## config.mk

```make
export PLATFORM = sky130hd
export DESIGN_NAME = ssd_scan_driver_flat
export DESIGN_NICKNAME = d
export VERILOG_FILES = /design/src/rtl/ssd_pkg.sv /design/src/rtl/ssd_scan_driver_if.sv /design/src/rtl/ssd_hex_font.sv /design/src/rtl/ssd_scan_driver.sv /design/src/flat_wrapper.sv
export SDC_FILE = /design/constraint.sdc
export NUM_CORES = 1
export LEC_CHECK = 0
export ABC_AREA = 0
export BUFFER_PORTS_ARGS = -buffer_cell sky130_fd_sc_hd__buf_2
export CAP_MARGIN = 25
export CELL_PAD_IN_SITES_DETAIL_PLACEMENT = 0
export CELL_PAD_IN_SITES_GLOBAL_PLACEMENT = 2
export CORE_MARGIN = 2
export CORE_UTILIZATION = 43
export DETAILED_ROUTE_END_ITERATION = 8
export PLACE_DENSITY = 0.94
export SETUP_SLACK_MARGIN = 0.1
export SYNTH_ARGS = -nofsm -noshare
export SYNTH_HDL_FRONTEND = slang
export SYNTH_SLANG_ARGS = --single-unit
```

## constraint.sdc

```tcl
create_clock -name clk -period 4.7 [get_ports clk]
set_input_delay 0.235 -clock clk [delete_from_list [all_inputs] [get_ports clk]]
set_output_delay 0.235 -clock clk [all_outputs]
set_load 0.02 [all_outputs]
```

## src/rtl/ssd_pkg.sv

```systemverilog
// rtl/ssd_pkg.sv - shared types, blank code and hex font for the seven-segment scan driver
// Contents: seg_t (g..a, active-low), SEG_BLANK, hex_font().
package ssd_pkg;

  typedef logic [6:0] seg_t;

  localparam seg_t SEG_BLANK = 7'h7F;

  // Active-low g..a patterns; lowercase b and d keep them distinct from 8 and 0.
  function automatic seg_t hex_font(input logic [3:0] nib);
    seg_t s;
    case (nib)
      4'h0: s = 7'h40;
      4'h1: s = 7'h79;
      4'h2: s = 7'h24;
      4'h3: s = 7'h30;
      4'h4: s = 7'h19;
      4'h5: s = 7'h12;
      4'h6: s = 7'h02;
      4'h7: s = 7'h78;
      4'h8: s = 7'h00;
      4'h9: s = 7'h10;
      4'hA: s = 7'h08;
      4'hB: s = 7'h03;
      4'hC: s = 7'h46;
      4'hD: s = 7'h21;
      4'hE: s = 7'h06;
      default: s = 7'h0E;
    endcase
    return s;
  endfunction

endpackage

```

## src/rtl/ssd_scan_driver_if.sv

```systemverilog
// rtl/ssd_scan_driver_if.sv - datapath/display bundle for the scan driver
// master: datapath side (drives value, load, blank_mask, blink_en, lz_en; sees seg_n, an_n, frame_done)
// slave : scan driver side
interface ssd_scan_driver_if #(
  parameter int NUM_DIGITS = 4
);
  import ssd_pkg::*;

  logic [4*NUM_DIGITS-1:0] value;
  logic                    load;
  logic [NUM_DIGITS-1:0]   blank_mask;
  logic [NUM_DIGITS-1:0]   blink_en;
  logic                    lz_en;
  seg_t                    seg_n;
  logic [NUM_DIGITS-1:0]   an_n;
  logic                    frame_done;

  modport master (
    output value, load, blank_mask, blink_en, lz_en,
    input  seg_n, an_n, frame_done
  );

  modport slave (
    input  value, load, blank_mask, blink_en, lz_en,
    output seg_n, an_n, frame_done
  );

endinterface

```

## src/rtl/ssd_hex_font.sv

```systemverilog
// rtl/ssd_hex_font.sv - combinational 4-to-7 hex decoder, active-low g..a
// Ports: nibble (in, 4) -> seg (out, 7)
module ssd_hex_font
  import ssd_pkg::*;
(
  input  logic [3:0] nibble,
  output seg_t       seg
);

  assign seg = hex_font(nibble);

endmodule

```

## src/rtl/ssd_scan_driver.sv

```systemverilog
// rtl/ssd_scan_driver.sv - time-multiplexed common-anode seven-segment driver
// Ports: clk, reset (async, active-high), bus (slave): value/load/blank_mask/blink_en/lz_en in,
//        seg_n/an_n/frame_done out. All display outputs are registered and active-low.
module ssd_scan_driver
  import ssd_pkg::*;
#(
  parameter int NUM_DIGITS  = 4,
  parameter int REFRESH_DIV = 50000,
  parameter int DEAD_CYCLES = 2,
  parameter int BLINK_LOG2  = 5
) (
  input logic              clk,
  input logic              reset,
  ssd_scan_driver_if.slave bus
);

  localparam int SLOT_W = $clog2(REFRESH_DIV);
  localparam int IDX_W  = $clog2(NUM_DIGITS);
  localparam int VAL_W  = 4 * NUM_DIGITS;

  logic [SLOT_W-1:0]     slot_cnt;
  logic [IDX_W-1:0]      idx;
  logic [BLINK_LOG2-1:0] frame_cnt;
  logic                  phase;
  logic                  slot_wrap;
  logic                  frame_end;

  logic [VAL_W-1:0]      pend_value, act_value;
  logic [NUM_DIGITS-1:0] pend_blank, act_blank;
  logic [NUM_DIGITS-1:0] pend_blink, act_blink;
  logic                  pend_lz, act_lz;

  logic [3:0]            nib;
  seg_t                  font_seg;
  logic                  lz;
  logic                  dark;
  seg_t                  seg_d, seg_q;
  logic [NUM_DIGITS-1:0] an_d, an_q;
  logic                  fd_q;

  assign slot_wrap = (slot_cnt == SLOT_W'(REFRESH_DIV - 1));
  assign frame_end = slot_wrap && (idx == IDX_W'(NUM_DIGITS - 1));

  // Scan counters: slot within a digit, digit index, frame count and blink phase.
  always_ff @(posedge clk or posedge reset) begin
    if (reset) begin
      slot_cnt  <= '0;
      idx       <= '0;
      frame_cnt <= '0;
      phase     <= 1'b0;
    end else begin
      slot_cnt <= slot_wrap ? '0 : slot_cnt + 1'b1;
      if (slot_wrap) begin
        idx <= (idx == IDX_W'(NUM_DIGITS - 1)) ? '0 : idx + 1'b1;
      end
      if (frame_end) begin
        frame_cnt <= frame_cnt + 1'b1;
        if (&frame_cnt) begin
          phase <= ~phase;
        end
      end
    end
  end

  // Double buffer. The active copy only changes on a frame boundary so a frame never
  // mixes old and new digits; a load on the boundary cycle is forwarded straight through.
  always_ff @(posedge clk or posedge reset) begin
    if (reset) begin
      pend_value <= '0;
      pend_blank <= '0;
      pend_blink <= '0;
      pend_lz    <= 1'b0;
      act_value  <= '0;
      act_blank  <= '0;
      act_blink  <= '0;
      act_lz     <= 1'b0;
    end else begin
      if (bus.load) begin
        pend_value <= bus.value;
        pend_blank <= bus.blank_mask;
        pend_blink <= bus.blink_en;
        pend_lz    <= bus.lz_en;
      end
      if (frame_end) begin
        act_value <= bus.load ? bus.value      : pend_value;
        act_blank <= bus.load ? bus.blank_mask : pend_blank;
        act_blink <= bus.load ? bus.blink_en   : pend_blink;
        act_lz    <= bus.load ? bus.lz_en      : pend_lz;
      end
    end
  end

  ssd_hex_font u_font (
    .nibble (nib),
    .seg    (font_seg)
  );

  always_comb begin
    nib   = act_value[{idx, 2'b00} +: 4];
    // A digit is a leading zero when it and every more-significant nibble are zero.
    lz    = act_lz && (idx != '0) && ((act_value >> {idx, 2'b00}) == '0);
    dark  = act_blank[idx] || (act_blink[idx] && phase) || lz;
    seg_d = SEG_BLANK;
    an_d  = '1;
    // Anti-ghost: the first DEAD_CYCLES of every slot keep all anodes off.
    if (slot_cnt >= SLOT_W'(DEAD_CYCLES)) begin
      an_d[idx] = 1'b0;
      seg_d     = dark ? SEG_BLANK : font_seg;
    end
  end

  always_ff @(posedge clk or posedge reset) begin
    if (reset) begin
      seg_q <= SEG_BLANK;
      an_q  <= '1;
      fd_q  <= 1'b0;
    end else begin
      seg_q <= seg_d;
      an_q  <= an_d;
      fd_q  <= frame_end;
    end
  end

  assign bus.seg_n      = seg_q;
  assign bus.an_n       = an_q;
  assign bus.frame_done = fd_q;

endmodule

```

## src/flat_wrapper.sv

```systemverilog
// flat-port wrapper written by rule: the top's interface ports become plain ports
module ssd_scan_driver_flat import ssd_pkg::*;
#(
  parameter int NUM_DIGITS  = 4,
  parameter int REFRESH_DIV = 50000,
  parameter int DEAD_CYCLES = 2,
  parameter int BLINK_LOG2  = 5
)
  (clk, reset, bus_value, bus_load, bus_blank_mask, bus_blink_en, bus_lz_en, bus_seg_n, bus_an_n, bus_frame_done);
  ssd_scan_driver_if #(.NUM_DIGITS(NUM_DIGITS)) bus_i ();
  input logic clk;
  input logic reset;
  input wire logic [$bits(bus_i.value)-1:0] bus_value;
  input wire logic [$bits(bus_i.load)-1:0] bus_load;
  input wire logic [$bits(bus_i.blank_mask)-1:0] bus_blank_mask;
  input wire logic [$bits(bus_i.blink_en)-1:0] bus_blink_en;
  input wire logic [$bits(bus_i.lz_en)-1:0] bus_lz_en;
  output wire logic [$bits(bus_i.seg_n)-1:0] bus_seg_n;
  output wire logic [$bits(bus_i.an_n)-1:0] bus_an_n;
  output wire logic [$bits(bus_i.frame_done)-1:0] bus_frame_done;
  assign bus_i.value = bus_value;
  assign bus_i.load = bus_load;
  assign bus_i.blank_mask = bus_blank_mask;
  assign bus_i.blink_en = bus_blink_en;
  assign bus_i.lz_en = bus_lz_en;
  assign bus_seg_n = bus_i.seg_n;
  assign bus_an_n = bus_i.an_n;
  assign bus_frame_done = bus_i.frame_done;
  ssd_scan_driver #(.NUM_DIGITS(NUM_DIGITS), .REFRESH_DIV(REFRESH_DIV), .DEAD_CYCLES(DEAD_CYCLES), .BLINK_LOG2(BLINK_LOG2)) u_core (.clk(clk), .reset(reset), .bus(bus_i));
endmodule
```

==> results of run 1 <==
cell type report:
class / count / area share [%]
inverter: 11 / 0.973
sequential: 86 / 49.5
multi-input combinational: 188 / 35.9
tap: 108 / 3.09
clock buffer: 9 / 2.83
clock inverter: 7 / 2.86
timing repair buffer: 41 / 4.81
how the worst min path moves through the flow:
stage / start / endpoint / slack [ns]
floorplan: bus_blank_mask[0] / u_core.pend_blank[0] / 0.40
global route: reset / u_core.pend_blank[1] / 0.06
detailed placement: reset / u_core.pend_blink[2] / 0.41
global placement: reset / u_core.pend_blink[2] / 0.39
CTS: reset / u_core.pend_blink[2] / 0.01
finish: reset / u_core.pend_blink[2] / -0.003
cell families after synthesis:
| logic type | after synthesis |
|---|---|
| buffers and inverters | 24 |
| and+or+nand+nor | 76 |
| AOI/OAI and AO/OA | 23 |
| adders and majority gates | 13 |
| DFF | 86 |
| muxes | 58 |
| xor gates and xnor gates | 18 |
state kept, by name, summed over array words and instances, names as in the netlist:
name	count
u_core.frame_cnt	5
u_core.pend_lz	1
u_core.pend_blank	4
u_core.bus.frame_done	1
u_core.idx	2
u_core.act_lz	1
u_core.pend_blink	4
u_core.bus.an_n	4
u_core.act_blink	4
u_core.act_value	16
u_core.slot_cnt	16
u_core.phase	1
u_core.act_blank	4
u_core.bus.seg_n	7
u_core.pend_value	16
metal layers:
layer / global-route usage (%) / routed length (um) / vias to the layer above
li1: - / - / 1127
met1: 20.3 / 3160 / 1163
met2: 23.8 / 3220 / 40
met3: 2.93 / 280 / 10
met4: 6.01 / 100 / 0
met5: 0 / 0 / -
metrics by stage:
| stage | cells | hold WS [ns] |
|---|---|---|
| finish | 450 | -0.00330 |
| global route | 450 | 0.0630 |
| CTS | 450 | 0.0147 |
| detailed placement | 434 | 0.413 |
| global placement | 434 | 0.394 |
| floorplan | 298 | 0.400 |
worst register-to-register path: stages, from the launching register on:
cell and delay [ns]:
dfrtp_1 0.41, or4_4 0.54, nor4_2 0.26, nand4_1 0.65
buf_4 0.47, nor3_1 0.25, xor2_1 0.16
cells in the mapped netlist:
| cell | n | area [um2] |
|---|---|---|
| nor4_1 | 6 | 37.5 |
| or3_1 | 2 | 12.5 |
| and3_1 | 2 | 12.5 |
| nor2b_1 | 1 | 6.26 |
| buf_2 | 2 | 10.0 |
| or4_4 | 2 | 22.5 |
| clkbuf_1 | 10 | 37.5 |
| nand2b_1 | 1 | 6.26 |
| mux4_2 | 5 | 113 |
| mux2_2 | 52 | 586 |
| ha_1 | 13 | 163 |
| xnor2_1 | 10 | 87.6 |
| nor4b_1 | 1 | 8.76 |
| nor2_1 | 18 | 67.6 |
| dfrtp_1 | 75 | 1880 |
| nand3_1 | 12 | 60.1 |
| o21ai_1 | 1 | 5.00 |
| nand4_1 | 7 | 43.8 |
| o211ai_1 | 8 | 60.1 |
| mux2i_1 | 1 | 10.0 |
| nor3_1 | 3 | 15.0 |
| a211o_1 | 1 | 8.76 |
| dfstp_2 | 11 | 289 |
| nor4_2 | 1 | 12.5 |
| a21oi_1 | 6 | 30.0 |
| inv_1 | 11 | 41.3 |
| nand2_1 | 19 | 71.3 |
| buf_4 | 1 | 7.51 |
| nor4_4 | 1 | 21.3 |
| o2111ai_1 | 1 | 8.76 |
| xor2_1 | 8 | 70.1 |
| o21ai_0 | 6 | 30.0 |
report_power, final:
part	internal, uW	switching, uW	leakage (uW)	total (uW)
combinational	51.9	59.5	0.000782	111
sequential	782	14.0	0.00106	796
clock	360	278	0.000125	638
total	1190	351	0.00197	1550
==> results.json, run 1 <==
{
  "dp_slack_ns": 1.87,
  "critPathKind": "reg -> reg",
  "slew_viol_final": 0,
  "cp_slowest_stage_delay_ns": 0.65,
  "fp.dieH_um": 98.4,
  "postCtsSetupRepairBufs": 0,
  "worstHoldPathType": "in -> async",
  "synth_top_family_by_area": "multiplexers",
  "area_growth_pct": 14.1,
  "cp.required_ns": 4.99,
  "yosys_warnings": 0,
  "vdd.ir_drop.worst_v": 0.000157,
  "cpMaxStageDelayCell": "nand4_1",
  "hold_ws_ns": -0.00330,
  "syn_inst": 298,
  "design_area_um2": 4370,
  "cts_tree": "built",
  "syn-num-nets": 339,
  "max_freq_mhz": 358,
  "route.detailed.drc": 0,
  "core-area_um2": 8680,
  "grt_usage_pct": 15.0,
  "start_kind": "flop",
  "endpoint_kind": "flop",
  "ys_seq_area_share_pct": 56.5,
  "max-slew-margin-rel_pct": 46.8,
  "grt_overflow": 0,
  "synth_compound_area_share_pct": 3.72,
  "final_cell_mix": "dfrtp_1 (75), mux2_2 (52), buf_2 (39), nand2_1 (19), nor2_1 (18)",
  "holdBufCountCts": 0,
  "post_cts_resized": 0,
  "postSynthAreaPerCell_um2": 12.9,
  "multi_input_area_um2": 1570,
  "arrival_ns": 3.08,
  "fillers": 777,
  "routed_wirelength_um": 6760,
  "start_util_pct": 44.1,
  "crit_start": "u_core.slot_cnt[13]",
  "ant_nets": 0,
  "clkSinkCount": 86,
  "row_count": 34,
  "crit_chain": "or4_4 > nor4_2 > nand4_1 > buf_4 > nor3_1 > xor2_1",
  "drt_iter0_drc": 44,
  "status": "complete, but fails checks",
  "final_common_cell": "dfrtp_1",
  "cts_root_buf": "clkbuf_8",
  "crit_buf_inv": 1,
  "p_total_uw": 1550,
  "wl_per_cell_um": 15.0,
  "crit_fanout": 17,
  "place.gp.congestion": 0.790,
  "die_area_um2": 9680,
  "antennaDiodeCount": 0,
  "r2r_slack_ns": 1.90,
  "period_needed_ns": 2.80,
  "synth-simple-area-share_pct": 10.4,
  "die_w_um": 98.4,
  "final.setup.tns_ns": 0,
  "period_share_pct": 59.5,
  "vias_per_cell": 5.20,
  "fin_skew_ns": 0.0103,
  "clockBufferDepth": 2,
  "ys_ff_latch": 86,
  "utilization_pct": 50.4,
  "timing.final.hold_violations": 8,
  "crit_family": "simple AND/OR/NAND/NOR gates",
  "drive_above_1_share_pct": 38.0,
  "worstSetupEndpoint": "u_core.phase",
  "synth_fa_ha_area_share_pct": 4.25,
  "cts_made_buffers": 9,
  "finalSetupViolCount": 0,
  "worstMarginPinSlew_ns": 0.797,
  "io_buffers": 39,
  "grt_pass1_vias": 2425,
  "vias": 2340,
  "drtPass1Iterations": 4,
  "ff_latch_area_um2": 2170,
  "clock_latency_ns": 0.35,
  "placed_area_um2": 4120,
  "reg2regPathDepth": 6,
  "grt_pass1_wl_um": 11600,
  "path_depth": 6,
  "timing.rr.end": "u_core.phase",
  "clk_pin_slew_ns": 0.09,
  "grt_max_degree": 50,
  "syn_area_um2": 3830,
  "rsz0062_at_grt": "false",
  "synthXorXnorAreaFrac_pct": 4.11,
  "timing.rr.start": "u_core.slot_cnt[13]",
  "synth_mux_area_share_pct": 18.5,
  "cap_violations": 0,
  "fin_nets": 378,
  "dp_hpwl_um": 4840,
  "antenna_found_initial": 0,
  "violations": "hold timing",
  "ys_types": 32,
  "io_pins": 40,
  "p_per_area_nw_per_um2": 353,
  "p_leak_uw": 0.00197,
  "htreeDepth": 3,
  "finalWorstSetupSlack_ns": 1.90
}
Note: power is estimated with default switching activity, not from simulation.
==> inputs of run 2 (changes only) <==
--- a/config.mk
+++ b/config.mk
@@ -5,15 +5,15 @@
 export SDC_FILE = /design/constraint.sdc
 export NUM_CORES = 1
 export LEC_CHECK = 0
-export ABC_AREA = 0
+export ABC_AREA = 1
 export BUFFER_PORTS_ARGS = -buffer_cell sky130_fd_sc_hd__buf_2
 export CAP_MARGIN = 25
 export CELL_PAD_IN_SITES_DETAIL_PLACEMENT = 0
 export CELL_PAD_IN_SITES_GLOBAL_PLACEMENT = 2
 export CORE_MARGIN = 2
-export CORE_UTILIZATION = 43
+export CORE_UTILIZATION = 35
 export DETAILED_ROUTE_END_ITERATION = 8
-export PLACE_DENSITY = 0.94
+export PLACE_DENSITY = 0.9
 export SETUP_SLACK_MARGIN = 0.1
 export SYNTH_ARGS = -nofsm -noshare
 export SYNTH_HDL_FRONTEND = slang
==> constraint.sdc (replaced) <==
create_clock -name clk -period 2.7 [get_ports clk]
set_input_delay 0.135 -clock clk [delete_from_list [all_inputs] [get_ports clk]]
set_output_delay 0.135 -clock clk [all_outputs]
set_load 0.02 [all_outputs]
==> results.json, run 2 <==
{
  "cp_slowest_stage_delay_ns": 0.50,
  "final.setup.tns_ns": 0,
  "slew_viol_final": 0,
  "drive_above_1_share_pct": 15.3,
  "p_leak_uw": 0.00241,
  "vdd.ir_drop.worst_v": 0.000380,
  "max-slew-margin-rel_pct": 66.2,
  "ys_seq_area_share_pct": 52.2,
  "yosys_warnings": 0,
  "worstHoldPathType": "in -> reg",
  "synthArstFlopShare_pct": 100,
  "finalWorstSetupSlack_ns": 0.503,
  "final_cell_mix": "nand2_1 (240), dfrtp_1 (74), nor2_1 (41), buf_2 (39), inv_1 (37)",
  "period_share_pct": 81.4,
  "grt_pass1_wl_um": 15600,
  "p_per_area_nw_per_um2": 563,
  "io_pins": 40,
  "period_needed_ns": 2.20,
  "fin_skew_ns": 0.00765,
  "start_util_pct": 36.1,
  "crit_chain": "inv_2 > nand2_1 > nand2_1 > nand2_1 > nand2_1 > inv_1 > ha_1 > inv_1 > nor3b_1 > nand3_1 > nor2_1 > a21oi_2 > nand2_1",
  "clkPwrFrac_pct": 46.7,
  "p_comb_share_pct": 3.9,
  "crit_fanout": 14,
  "timing.final.hold_violations": 0,
  "vias_per_cell": 4.63,
  "reg.largest.list": "u_core.act_value x16, u_core.pend_value x16, u_core.slot_cnt x16",
  "grt_overflow": 0,
  "wl_per_cell_um": 12.2,
  "die_w_um": 113,
  "cts_made_buffers": 9,
  "grt_max_degree": 41,
  "syn_inst": 517,
  "route.detailed.drc": 0,
  "drtPass1Iterations": 5,
  "synth_edf_count": 0,
  "arrival_ns": 2.46,
  "dp_cells": 690,
  "fin_cells": 706,
  "die_area_um2": 12700,
  "yosysTopAreaCellShare_pct": 45.3,
  "place.gp.congestion": 0.836,
  "synth_most_common_cell": "nand2_1",
  "core-area_um2": 11500,
  "power_switching_uw": 599,
  "worstMarginPinSlew_ns": 0.502,
  "clockBufferDepth": 2,
  "cap_violations": 0,
  "clkSinkCount": 86,
  "postSynthAreaPerCell_um2": 8.02,
  "routed_wirelength_um": 8650,
  "rsz0062_at_grt": "false",
  "start_kind": "flop",
  "antennaDiodeCount": 0,
  "ant_nets": 0,
  "ys_ff_latch": 86,
  "fillers": 1197,
  "grt_pass1_vias": 3237,
  "io_buffers": 39,
  "p_sw_share_pct": 22.2,
  "status": "finished, final reports clean",
  "hp-start": "bus_blank_mask[0]",
  "cp.required_ns": 2.96,
  "crit_top_cell": "nand2_1",
  "p_int_uw": 2100,
  "area_growth_pct": 15.5,
  "ys_types": 30,
  "drt_iter0_drc": 195,
  "cpMaxStageDelayCell": "dfrtp_2",
  "row_count": 39,
  "cts_root_buf": "clkbuf_16",
  "yosysTopAreaCell": "dfrtp_1",
  "grt_usage_pct": 15.2,
  "endpoint_kind": "flop",
  "synth-main-ff-cell": "dfrtp_1",
  "postCtsSetupRepairBufs": 0,
  "vias": 3268,
  "dp_slack_ns": 0.377,
  "synth.top_cells.by_count": "nand2_1 (240), dfrtp_1 (75), nor2_1 (41)",
  "hold_ws_ns": 0.0121,
  "finalSetupViolCount": 0,
  "antenna_found_initial": 0,
  "htreeDepth": 3,
  "cts_tree": "built",
  "clk_pin_slew_ns": 0.06,
  "dp_hpwl_um": 6220,
  "critPathKind": "reg -> reg",
  "final_common_cell": "nand2_1",
  "syn_area_um2": 4150,
  "fp.dieH_um": 113,
  "max_freq_mhz": 455,
  "seqPwrFrac_pct": 49.4,
  "fin_nets": 600,
  "crit_start": "u_core.idx[0]",
  "syn-num-nets": 558,
  "clock_latency_ns": 0.35,
  "timing.rr.start": "u_core.idx[0]",
  "synthTopCellsByArea": "dfrtp_1 (45%), nand2_1 (22%), dfstp_2 (7.0%)"
}
==> run 2: cell types whose count changed in the layout (fill, tap and decap cells not counted), moves of 7 or more <==
cell       change
xnor2_1        -7
clkbuf_16      +9
nor2_1        +23
inv_1         +27
o211ai_1       -8
nand2_1      +221
mux2_2        -52
nand3_1       +22
clkbuf_8       -8
==> run 2: worst paths after layout <==
path / to / slack, ns / depth (start not counted)
max: u_core.bus.seg_n[4] / 0.50 / 13
max in group asynchronous: u_core.pend_value[9] / 1.61 / 5
min: u_core.pend_blank[0] / 0.01 / 3
min reg2reg: u_core.pend_blink[0] / 0.47 / 2
min in group asynchronous: u_core.slot_cnt[13] / 0.31 / 3
max reg2reg: u_core.bus.seg_n[4] / 0.50 / 13
==> run 2: kinds of logic after synthesis <==
logic type,synth area share (%)
AOI/OAI and AO/OA,2.66
DFF,52.2
buffers and inverters,6.01
and+or+nand+nor,32.8
adders and majority gates,3.92
xor gates and xnor gates,2.32
==> run 2: timing repair <==
| action | CTS | global route |
|---|---|---|
| hold buffers | 1 | 0 |
| setup endpoints to repair | 0 | 7 |
| endpoints found under the hold margin | 10 | 0 |
| gates resized for setup | 0 | 1 |
==> run 2: layer usage <==
metal  up-vias  routed length [um]  track usage (%)  share of wire, %
li1       1680                   -                -                 -
met1      1518                4460             21.3                52
met2        57                3670             22.3                42
met3        13                 365             4.34               4.2
met4         0                 159             5.85               1.8
met5         -                   0                0                 0
==> run 2: power groups by stage <==
stage / sequential [uW] / combinational [uW] / clock [uW]
CTS: 1330 / 111 / 1300
floorplan: 1350 / 63.2 / 0
finish: 1330 / 106 / 1260
global placement: 1350 / 102 / 0
global route: 1330 / 125 / 1360
detailed placement: 1350 / 109 / 0
==> run 2: critical path, delay by kind of cell, from the launching register on <==
kind                       cells  cell delay (ns)
AOI/OAI and AO/OA              1             0.30
adders and majority gates      1             0.22
buffers and inverters          3             0.46
DFF                            1             0.50
and+or+nand+nor                8             0.63
==> run 2: final cells by class <==
cell class	count	area, um2	share of cell area, %
Sequential cell	86	2170	45.3
Multi-Input combinational cell	376	1730	36.1
Timing Repair Buffer	44	248	5.18
Clock buffer	10	239	4.99
Tap cell	143	179	3.74
Inverter	42	164	3.42
Clock inverter	5	60.1	1.25
==> run 2: stage by stage <==
step / total power, uW / area [um2] / util, %
global route: 2820 / 4790 / 41.7
global placement: 1460 / 4460 / 38.9
detailed placement: 1460 / 4480 / 39.0
floorplan: 1410 / 4150 / -
CTS: 2740 / 4790 / 41.7
finish: 2690 / 4790 / 41.7
==> inputs of run 3 (changes only) <==
--- a/config.mk
+++ b/config.mk
@@ -5,15 +5,15 @@
 export SDC_FILE = /design/constraint.sdc
 export NUM_CORES = 1
 export LEC_CHECK = 0
-export ABC_AREA = 1
+export ABC_AREA = 0
 export BUFFER_PORTS_ARGS = -buffer_cell sky130_fd_sc_hd__buf_2
 export CAP_MARGIN = 25
 export CELL_PAD_IN_SITES_DETAIL_PLACEMENT = 0
 export CELL_PAD_IN_SITES_GLOBAL_PLACEMENT = 2
 export CORE_MARGIN = 2
-export CORE_UTILIZATION = 35
+export CORE_UTILIZATION = 36
 export DETAILED_ROUTE_END_ITERATION = 8
-export PLACE_DENSITY = 0.9
+export PLACE_DENSITY = 0.85
 export SETUP_SLACK_MARGIN = 0.1
 export SYNTH_ARGS = -nofsm -noshare
 export SYNTH_HDL_FRONTEND = slang
==> constraint.sdc (replaced) <==
create_clock -name clk -period 1.8 [get_ports clk]
set_input_delay 0.09 -clock clk [delete_from_list [all_inputs] [get_ports clk]]
set_output_delay 0.09 -clock clk [all_outputs]
set_load 0.02 [all_outputs]
==> results.json, run 3 (synthesis gave the netlist of run 1 again) <==
{
  "finalWorstSetupSlack_ns": -0.247,
  "cap_violations": 0,
  "ff_latch_area_um2": 2170,
  "final.setup.tns_ns": -6.37,
  "place.gp.congestion": 0.794,
  "rsz0062_at_grt": "true",
  "cts_root_buf": "clkbuf_8",
  "endpoint_kind": "flop",
  "cts_tree": "built",
  "dp_slack_ns": -0.203,
  "route.detailed.drc": 0,
  "vias_per_cell": 4.73,
  "arrival_ns": 2.30,
  "area_growth_pct": 36.8,
  "max-slew-margin-rel_pct": 57.1,
  "drtPass1Iterations": 4,
  "p_leak_uw": 0.00238,
  "clock_latency_ns": 0.37,
  "core-area_um2": 10300,
  "period_share_pct": 114,
  "timing.final.hold_violations": 0,
  "fin_nets": 450,
  "crit_family": "simple AND/OR/NAND/NOR gates",
  "max_freq_mhz": 488,
  "io_buffers": 39,
  "placed_area_um2": 4550,
  "slew_viol_final": 0,
  "dp_hpwl_um": 5260,
  "start_kind": "flop",
  "clockBufferDepth": 2,
  "final_common_cell": "dfrtp_1",
  "cp.required_ns": 2.05,
  "start_util_pct": 37.1,
  "grt_usage_pct": 14.5,
  "fin_skew_ns": 0.0165,
  "die_area_um2": 11500,
  "crit_top_cell": "or4_4",
  "fp.dieH_um": 107,
  "cpMaxStageDelayCell": "or4_4",
  "clk_pin_slew_ns": 0.09,
  "utilization_pct": 50.8,
  "violations": "setup timing",
  "status": "complete, but fails checks",
  "crit_fanout": 7,
  "period_needed_ns": 2.05,
  "vias": 2604,
  "worstHoldPathType": "in -> reg",
  "drive_above_1_share_pct": 48.3,
  "finalSetupViolCount": 49,
  "crit_chain": "or4_4 > or4_4 > nor4_4 > buf_4 > buf_6 > nor2_1",
  "htreeDepth": 3,
  "fillers": 894,
  "wl_per_cell_um": 14.4,
  "multi_input_area_um2": 1730,
  "reg.largest.list": "u_core.act_value x16, u_core.pend_value x16, u_core.slot_cnt x16",
  "row_count": 37,
  "critPathKind": "reg -> reg",
  "worstMarginPinSlew_ns": 0.643,
  "drt_iter0_drc": 72,
  "crit_buf_inv": 2,
  "grt_pass1_wl_um": 12800,
  "io_pins": 40,
  "grt_overflow": 0,
  "cp_slowest_stage_delay_ns": 0.56,
  "design_area_um2": 5240,
  "grt_pass1_vias": 2646,
  "cts_made_buffers": 9,
  "die_w_um": 107,
  "routed_wirelength_um": 7900,
  "antennaDiodeCount": 0,
  "final_cell_mix": "dfrtp_1 (74), mux2_2 (50), buf_2 (39), buf_4 (38), dlygate4sd3_1 (25)",
  "p_per_area_nw_per_um2": 739,
  "vdd.ir_drop.worst_v": 0.000320,
  "ant_nets": 0,
  "clkSinkCount": 86,
  "antenna_found_initial": 0,
  "grt_max_degree": 32
}
==> run 3: per-layer routing <==
layer	track usage [%]	part of all wire (%)
met1	18.8	46
met2	22.9	48
met3	3.04	2.8
met4	7.61	2.4
met5	0	0
==> run 3: metrics by stage <==
stage,hold WS (ns),power (uW),instances
after floorplan,0.255,2320,298
after global placement,0.210,2440,500
after detailed placement,0.215,2460,500
after CTS,0.00178,3900,543
after global routing,0.00791,4050,550
final,0.0139,3870,550
==> run 3: worst reg2reg max path, cell delays in order, from the launching register on <==
cell and delay [ns]:
dfrtp_1 0.39, or4_4 0.56, or4_4 0.46, nor4_4 0.21
buf_4 0.17, buf_6 0.12, nor2_1 0.04
==> run 3: timing repair <==
item                                    CTS  global route
pin swaps                                 8             7
buffers inserted                          4             4
hold buffers                             24             1
gates resized for setup                  14            16
cloned                                    0             3
endpoints found under the hold margin    42             1
endpoints found under the setup margin   54            55
==> run 3: report_power, final <==
| group | leakage (uW) | switching, uW | internal (uW) |
|---|---|---|---|
| Sequential | 0.00106 | 35.2 | 2040 |
| Clock | 0.000103 | 725 | 686 |
| Combinational | 0.00121 | 177 | 208 |
| Total | 0.00238 | 938 | 2940 |
==> run 3: path summary, 6_finish.rpt <==
check	startpoint	to	slack [ns]	depth (start not counted)
max	u_core.slot_cnt[13]	u_core.slot_cnt[3]	-0.25	6
min	bus_value[13]	u_core.pend_value[13]	0.01	2
max reg2reg	u_core.slot_cnt[13]	u_core.slot_cnt[3]	-0.25	6
min reg2reg	u_core.pend_value[10]	u_core.pend_value[10]	0.50	1
max in group asynchronous	reset	u_core.bus.an_n[3]	0.82	4
min in group asynchronous	reset	u_core.pend_value[2]	0.36	3
==> run 3: layout make-up <==
cell class,count,share of cell area (%)
Inverter,11,0.907
Timing Repair Buffer,113,17.6
Clock inverter,6,1.31
Tap cell,136,3.25
Sequential cell,86,41.3
Multi-Input combinational cell,188,33.0
Clock buffer,10,2.63
